### config.mk
export PLATFORM = sky130hd
export DESIGN_NAME = input_spike_scanner
export DESIGN_NICKNAME = d
export VERILOG_FILES = /design/src/rtl/snn_input_pkg.sv /design/src/rtl/spike_event_fifo.sv /design/src/rtl/input_spike_scanner.sv
export SDC_FILE = /design/constraint.sdc
export NUM_CORES = 1
export LEC_CHECK = 0
export BUFFER_PORTS_ARGS = -buffer_cell sky130_fd_sc_hd__buf_4
export CAP_MARGIN = 20
export CORE_MARGIN = 4
export CORE_UTILIZATION = 40
export DETAILED_ROUTE_END_ITERATION = 8
export GPL_TIMING_DRIVEN = 0
export HOLD_SLACK_MARGIN = 0.1
export PLACE_DENSITY = 0.57
export SYNTH_ARGS = -nofsm -noshare
export SYNTH_HDL_FRONTEND = slang
export SYNTH_SLANG_ARGS = --single-unit
### constraint.sdc
create_clock -name clk -period 3.3 [get_ports clk]
set_clock_uncertainty 0.15 [all_clocks]
set_input_delay 0.66 -clock clk [delete_from_list [all_inputs] [get_ports clk]]
set_output_delay 0.66 -clock clk [all_outputs]
set_load 0.01 [all_outputs]
### src/rtl/snn_input_pkg.sv
// rtl/snn_input_pkg.sv - shared defaults and scan state encoding for the input spike scanner
package snn_input_pkg;

    localparam int N_PIXELS_DEFAULT = 784;
    localparam int ADDR_W_DEFAULT   = 10;

    typedef enum logic [1:0] {
        ST_IDLE  = 2'd0,
        ST_SCAN  = 2'd1,
        ST_DRAIN = 2'd2,
        ST_DONE  = 2'd3
    } scan_state_t;

endpackage

### src/rtl/spike_event_fifo.sv
// rtl/spike_event_fifo.sv - power-of-two spike event FIFO with occupancy count
// A push into a full FIFO is accepted when a pop happens in the same cycle.
module spike_event_fifo #(
    parameter int WIDTH = 10,
    parameter int DEPTH = 4
) (
    input  logic                       clk,
    input  logic                       rst_n,
    input  logic                       push,
    input  logic [WIDTH-1:0]           push_data,
    input  logic                       pop,
    output logic [WIDTH-1:0]           pop_data,
    output logic                       full,
    output logic                       empty,
    output logic [$clog2(DEPTH):0]     count
);

    localparam int PTR_W = (DEPTH > 1) ? $clog2(DEPTH) : 1;
    localparam int CNT_W = $clog2(DEPTH) + 1;

    logic [WIDTH-1:0] mem [DEPTH];
    logic [PTR_W-1:0] wr_ptr;
    logic [PTR_W-1:0] rd_ptr;
    logic             do_push;
    logic             do_pop;

    assign empty    = (count == '0);
    assign full     = (count == CNT_W'(DEPTH));
    assign do_pop   = pop && !empty;
    assign do_push  = push && (!full || pop);
    assign pop_data = mem[rd_ptr];

    always_ff @(posedge clk or negedge rst_n) begin
        if (!rst_n) begin
            wr_ptr <= '0;
            rd_ptr <= '0;
            count  <= '0;
            for (int i = 0; i < DEPTH; i++) begin
                mem[i] <= '0;
            end
        end else begin
            if (do_push) begin
                mem[wr_ptr] <= push_data;
                wr_ptr      <= wr_ptr + PTR_W'(1);
            end
            if (do_pop) begin
                rd_ptr <= rd_ptr + PTR_W'(1);
            end
            count <= count + CNT_W'(do_push) - CNT_W'(do_pop);
        end
    end

endmodule

### src/rtl/input_spike_scanner.sv
// rtl/input_spike_scanner.sv - scans a binary input ROM and emits set-pixel indices as spike events
// Optional spike_count output enabled by defining INPUT_SPIKE_COUNT_EN.
module input_spike_scanner
    import snn_input_pkg::*;
#(
    parameter int N_PIXELS   = N_PIXELS_DEFAULT,
    parameter int ADDR_W     = ADDR_W_DEFAULT,
    parameter int FIFO_DEPTH = 4
) (
    input  logic              clk,
    input  logic              rst_n,
    input  logic              start,
    output logic [ADDR_W-1:0] rom_addr,
    input  logic              rom_q,
    output logic              spk_valid,
    input  logic              spk_ready,
    output logic [ADDR_W-1:0] spk_idx,
    output logic              busy,
    output logic              done
`ifdef INPUT_SPIKE_COUNT_EN
    ,
    output logic [ADDR_W-1:0] spike_count
`endif
);

    localparam int                CNT_W     = $clog2(FIFO_DEPTH) + 1;
    localparam logic [ADDR_W-1:0] LAST_ADDR = ADDR_W'(N_PIXELS - 1);
    localparam logic [CNT_W:0]    DEPTH_V   = (CNT_W + 1)'(FIFO_DEPTH);

    scan_state_t       state;
    scan_state_t       state_nxt;
    logic              in_flight;
    logic [ADDR_W-1:0] flight_addr;
    logic [CNT_W-1:0]  fifo_count;
    logic              fifo_full;
    logic              fifo_empty;
    logic [CNT_W:0]    occupancy;
    logic              issue;
    logic              push;
    logic              pop;

    // Reserve a slot for the read in flight so a pending hit can never overflow the FIFO.
    assign occupancy = {1'b0, fifo_count} + (CNT_W + 1)'(in_flight);
    assign issue     = (state == ST_SCAN) && !fifo_full && (occupancy < DEPTH_V);
    assign push      = in_flight && rom_q;
    assign spk_valid = !fifo_empty;
    assign pop       = spk_valid && spk_ready;
    assign busy      = (state == ST_SCAN) || (state == ST_DRAIN);
    assign done      = (state == ST_DONE);

    spike_event_fifo #(
        .WIDTH (ADDR_W),
        .DEPTH (FIFO_DEPTH)
    ) u_fifo (
        .clk       (clk),
        .rst_n     (rst_n),
        .push      (push),
        .push_data (flight_addr),
        .pop       (pop),
        .pop_data  (spk_idx),
        .full      (fifo_full),
        .empty     (fifo_empty),
        .count     (fifo_count)
    );

    always_comb begin
        state_nxt = state;
        case (state)
            ST_IDLE:  if (start) state_nxt = ST_SCAN;
            ST_SCAN:  if (issue && (rom_addr == LAST_ADDR)) state_nxt = ST_DRAIN;
            ST_DRAIN: if (!in_flight && fifo_empty) state_nxt = ST_DONE;
            ST_DONE:  state_nxt = ST_IDLE;
            default:  state_nxt = ST_IDLE;
        endcase
    end

    // rom_addr always shows the next address to issue; it parks on the last one until the frame ends.
    always_ff @(posedge clk or negedge rst_n) begin
        if (!rst_n) begin
            state       <= ST_IDLE;
            rom_addr    <= '0;
            in_flight   <= 1'b0;
            flight_addr <= '0;
        end else begin
            state     <= state_nxt;
            in_flight <= issue;
            if (issue) begin
                flight_addr <= rom_addr;
                if (rom_addr != LAST_ADDR) begin
                    rom_addr <= rom_addr + ADDR_W'(1);
                end
            end
            if (state == ST_DONE) begin
                rom_addr <= '0;
            end
        end
    end

`ifdef INPUT_SPIKE_COUNT_EN
    always_ff @(posedge clk or negedge rst_n) begin
        if (!rst_n) begin
            spike_count <= '0;
        end else if ((state == ST_IDLE) && start) begin
            spike_count <= '0;
        end else if (pop) begin
            spike_count <= spike_count + ADDR_W'(1);
        end
    end
`endif

endmodule

## Word level (Yosys, flattened, before mapping)

Cells that the tools add are included.

- Output and inout bits: 23
- Register bits after elaboration: 70
- Bits of input ports: 5

- Magnitude comparators: 4
- Reduce and logical (&&, ||, !) cells: 20
- Add/subtract/negate cells: 6
- Multiplexer cells: 13
- Equal/unequal tests: 9
- Bitwise gates (word level): 2

Operators by type and width:

| cell | number |
|---|---|
| $mux W10 | 6 |
| $bwmux W40 | 1 |
| $bmux W10 S2 | 1 |
| $demux W10 S2 | 1 |
| $add A10 B1 Y10 const B | 1 |
| $eq A10 B10 Y1 const B | 1 |
| $ne A10 B10 Y1 const B | 1 |
| $logic_and A1 B1 Y1 | 9 |
| $pmux W2 S4 | 1 |
| $ge A3 B3 Y1 const B | 2 |
| $mux W2 | 3 |
| $not A2 Y3 | 2 |
| $add A2 B1 Y2 const B | 2 |
| $add A3 B1 Y4 | 1 |
| $eq A2 B2 Y1 const B | 2 |
| $lt A4 B3 Y1 const B | 1 |
| $ne A2 B1 Y1 const B | 2 |
| $reduce_bool A2 Y1 | 2 |
| $add A3 B1 Y3 | 1 |
| $eq A3 B3 Y1 const B | 1 |
| $logic_not A1 Y1 | 3 |
| $logic_not A3 Y1 | 1 |
| $lt A3 B1 Y1 const B | 1 |
| $reduce_and A3 Y1 | 1 |
| other kinds (6) | 7 |

## Depth between registers and ports, before layout

- Depth in word-level cells: 7
- Gate-level depth with buffers: 8
- Mapped depth without buffers: 8

## Modules after synthesis

From an unflattened synthesis, not the netlist that was laid out.

- Cells, all modules: 263
- Area total of the unflattened synthesis: 3334.4 µm²

Modules (own cells, without submodules):

| module | cells an instance | sequential area each (µm²) | instances | area each (µm²) |
|---|---|---|---|---|
| spike_event_fifo | 131 | 1176.1 | 1 | 2128.3 |
| input_spike_scanner | 132 | 575.6 | 1 | 1206.2 |

## Least setup slack after synthesis

No wires, ideal clock.

- Path kind: reg-to-reg
- Start point: register u_fifo.count[1]
- End point: register u_fifo.count[2]
- Buffers on the path: 0
- Cell stages (with the launch flop): 9
- Data arrival time: 2.140 ns
- Setup time: 0.122 ns
- Clock period less this slack: 2.411 ns
- Setup slack: 0.889 ns
- Cell sequence: dfrtp_1 -> or3_2 -> and2_1 -> ha_1 -> inv_1 -> ha_1 -> inv_1 -> fa_1 -> xor2_1

- Elaborated cells between the ends (all ways): 10
- Classes of those cells: add/sub (2); eq/ne (1); reduce/logical (7)

RTL lines:

| item | RTL line | RTL |
|---|---|---|
| start, declared | spike_event_fifo.sv:15 | `output logic [$clog2(DEPTH):0] count` |
| start signal, assigned | spike_event_fifo.sv:49 | `count <= count + CNT_W'(do_push) - CNT_W'(do_pop);` |
| $logic_not A3 Y1 (*) | spike_event_fifo.sv:27 | `assign empty = (count == '0);` |
| $logic_not A1 Y1 (*) | input_spike_scanner.sv:46 | `assign spk_valid = !fifo_empty;` |
| net spk_valid | input_spike_scanner.sv:15 | `output logic spk_valid,` |
| $logic_and A1 B1 Y1 | input_spike_scanner.sv:47 | `assign pop = spk_valid && spk_ready;` |
| $logic_and A1 B1 Y1 (*) | spike_event_fifo.sv:29 | `assign do_pop = pop && !empty;` |
| net u_fifo.do_pop | spike_event_fifo.sv:25 | `logic do_pop;` |
| $sub A3 B1 Y3 (*) | spike_event_fifo.sv:49 |  |

Mark *: on every way through the listed nets, which the timed path passes. The rest lies on a longest branch.
A chain may end at the register's enable or synchronous reset.

## Final worst setup path

- Start point: register u_fifo.rd_ptr[0]
- End point: output port spk_idx[5]

- Longest elaborated chain between the ends: 4

Ends and longest elaborated chain:

| item | RTL line | RTL |
|---|---|---|
| start, declared | spike_event_fifo.sv:23 | `logic [PTR_W-1:0] rd_ptr;` |
| start signal, assigned | spike_event_fifo.sv:47 | `rd_ptr <= rd_ptr + PTR_W'(1);` |
| $not A2 Y3 (implied by the code) | spike_event_fifo.sv:31 | `assign pop_data = mem[rd_ptr];` |
| $bmux W10 S2 | spike_event_fifo.sv:31 |  |
| $mux W10 (implied by the code) (2 in series) | spike_event_fifo.sv:31 |  |
| end, declared | input_spike_scanner.sv:17 | `output logic [ADDR_W-1:0] spk_idx,` |

Every way passes these cells. The select of a mux whose other input is x is not followed.

==> flow_metrics.env <==
export IMPL_outcome="finished clean"
export IMPL_cts_root_buf="clkbuf_8"
export IMPL_dp_hpwl_mm=4.436
export IMPL_crit_arrival_ns=1.84
export IMPL_n_antenna_cell=0
export IMPL_detail_route_antenna_nets=0
export IMPL_layout_setup_ws_ns=0.6539
export IMPL_final_cells=396
export IMPL_muxShareOfSynthArea_pct=25.56
export IMPL_cp_data_required_time_ns=2.49
export IMPL_finalCritPeriodShare_pct=80.19
export IMPL_cts_tree="built"
export IMPL_start_util_pct=41.22
export IMPL_yosys_area_share_xor_xnor_pct=1.034
export IMPL_grtUsageTotal_pct=14.15
export IMPL_drt_iter0_drc=27
export IMPL_cts_htree_levels=3
export IMPL_worstSkewPairLatency_ns=0.34
export IMPL_cp_slowest_stage_delay_ns=0.57
export IMPL_synthTopCellsByArea="dfrtp_1 (52%), mux2_2 (19%), mux4_2 (6.6%)"
export IMPL_portBuffers=27
export IMPL_post_route_util_pct=47.80
export IMPL_grt_pass1_wl_mm=11.05
export IMPL_dpl_cell_count=380
export IMPL_drc=0
export IMPL_max_freq_mhz=377.9
export IMPL_grt_pass1_vias=2134
export IMPL_power_density_mw_per_mm2=664.3
export IMPL_crit_fanout=10
export IMPL_setup_violations=0
export IMPL_clk_path_buf_depth=2
export IMPL_cts_resized=0
export IMPL_slew_viol_final=0
export IMPL_synth_cell_type_count=39
export IMPL_layout_min_cycle_time_ns=2.646
export IMPL_holdWs_ns=0.2753
export IMPL_pre_cts_ws_ns=0.8093
export IMPL_cp_end_kind="primary output"
export IMPL_syn_nets=266
export IMPL_ys_seq_area_share_pct=51.72
export IMPL_ys_async_sr_fraction_pct=100.0
export IMPL_clkSinkCount=70
export IMPL_cts_made_buffers=9
export IMPL_synthCells=248
export IMPL_rsz0062_at_grt="false"
export IMPL_first_pass_iters=4
export IMPL_die_w_um=100.0
export IMPL_synth_area_mm2=0.003387
export IMPL_nets=304
export IMPL_wirelength_mm=6.422
export IMPL_synth_compound_area_share_pct=4.285
export IMPL_cp_slowest_cell="mux4_2"
export IMPL_clk_pin_slew_ns=0.08
export IMPL_finalHoldViolCount=0
export IMPL_die_h_um=100.0
export IMPL_slew_headroom_pct=40.69
export IMPL_grt_max_degree=71
export IMPL_fin_setup_tns_ns=0
export IMPL_cap_violations=0
export IMPL_core_mm2=0.008217
export IMPL_grt_overflow=0
export IMPL_synthSimpleGateAreaFrac_pct=9.088
export IMPL_yosysWarnings=0
export IMPL_via_count=2065
export IMPL_cp_cell_sequence="buf_2, mux4_2, buf_4"
export IMPL_synth_top_area_share_pct=51.72
export IMPL_cts_setup_buffers=0
export IMPL_routabilityCongestion=0.7429
export IMPL_avgSynthCellArea_um2=13.66
export IMPL_hp_class="input port to async pin"
export IMPL_critPathKind="flop to primary output"
export IMPL_cp_start_kind="flop"
export IMPL_tightest_slew_ns=0.8897
export IMPL_routed_wire_length_per_instance_um=16.22
export IMPL_synth_enable_flop_cells=0
export IMPL_ys_ff_latch=70
export IMPL_holdBufCountCts=0
export IMPL_fp_row_count=33
export IMPL_syn2layout_area_growth_pct=15.96
export IMPL_power_leakage_nw=1.906
export IMPL_synthAdderAreaFrac_pct=5.024
export IMPL_die_area_mm2=0.01000
export IMPL_synth_ff_type="dfrtp_1"
export IMPL_boundaryPins=28
export IMPL_vdd_drop_max_v=0.0005042
export IMPL_synth_top_area_cell="dfrtp_1"
export IMPL_synth_top_family_by_area="multiplexers"
export IMPL_layout_drive_gt1_share_pct=42.27
export IMPL_antenna_found_initial=0
export IMPL_viasPerCell=5.215
[Yosys cell counts, types with 3 or more instances]
master / n
nor2b_1: 9
nand2_1: 6
nor4_1: 4
a21oi_1: 3
inv_1: 11
nor2_1: 9
nand3_1: 4
clkbuf_1: 3
ha_1: 12
dfrtp_1: 70
mux2_2: 56
mux4_2: 10
nand4_1: 7
and2_1: 5
o31ai_1: 3
buf_4: 5
[per-stage QoR]
stage	area [um^2]	total power [mW]
final	3928	2.609
after global routing	3928	2.802
after CTS	3928	2.658
after detailed placement	3721	1.936
after global placement	3721	1.924
after floorplan	3387	1.686
[path summary, 6_finish.rpt]
check	end	start	slack (ns)	cells after the start
setup / recovery	spk_idx[5]	u_fifo.rd_ptr[0]$_DFFE_PN0P_	0.65	3
hold / removal	u_fifo.mem[39]$_DFFE_PN0P_	rst_n	0.28	1
setup reg to reg	u_fifo.count[2]$_DFF_PN0_	u_fifo.count[1]$_DFF_PN0_	0.82	8
hold reg to reg	u_fifo.mem[16]$_DFFE_PN0P_	u_fifo.mem[16]$_DFFE_PN0P_	0.35	1
max in group asynchronous	flight_addr[6]$_DFFE_PN0P_	rst_n	2.13	1
min in group clk	u_fifo.mem[16]$_DFFE_PN0P_	u_fifo.mem[16]$_DFFE_PN0P_	0.35	1
[logic make-up (layout without fill, tap and decap cells)]
family	Yosys count	in the layout
and+or+nand+nor	53	53
buffers and inverters	22	65
xor gates and xnor gates	4	4
DFF	70	70
adders and majority gates	13	13
muxes	67	67
AOI/OAI and AO/OA	19	19
[report_power, final]
part	switching [mW]	internal (mW)	total [mW]
registers	0.116	0.976	1.09
clock network	0.331	0.375	0.706
logic	0.431	0.380	0.811
[state kept, by name (all words and copies together) (netlist names)]
name,cells
u_fifo.wr_ptr,2
flight_addr,10
rom_addr,10
u_fifo.mem,40
in_flight,1
u_fifo.rd_ptr,2
u_fifo.count,3
state,2
[critical path: cells and delay by family, from the launching register on]
| kind | cells | cell delay, ns |
|---|---|---|
| buffers and inverters | 2 | 0.52 |
| muxes | 1 | 0.57 |
| DFF | 1 | 0.41 |
[cell usage in the layout (no fill, tap or decap), types with 2 or more instances in the layout]
cell       n
dfrtp_1   70
mux2_2    56
buf_4     32
ha_1      12
inv_1     11
mux4_2    10
clkbuf_8  10
nor2_1     9
nor2b_1    9
nand4_1    7
nand2_1    6
and2_1     5
nand3_1    4
nor4_1     4
clkbuf_1   3
o31ai_1    3
a21oi_1    3
nor4b_1    2
xor2_1     2
buf_2      2
xnor2_1    2
and3_1     2
o21ai_0    2
o41ai_1    2
a211oi_1   2
inv_6      2
[area by class of cell]
class	instances	area [um^2]
well taps	105	131.4
flip-flops and latches	70	1752
clock buffers	10	137.6
multi-input cells	156	1524
inverters	11	41.29
plain buffers	11	70.07
clock inverters	6	68.82
repair buffers	27	202.7
fillers	749	4289
[layer usage]
metal  track usage [%]  part of all wire [%]  vias up
met5                 0                     0        -
met4             3.109                  0.92        0
met3             4.239                   4.0        7
met2             22.42                    48       38
met1             19.38                    47     1038
li1                  -                     -      982
No activity file was read; power rests on OpenSTA's default activity.
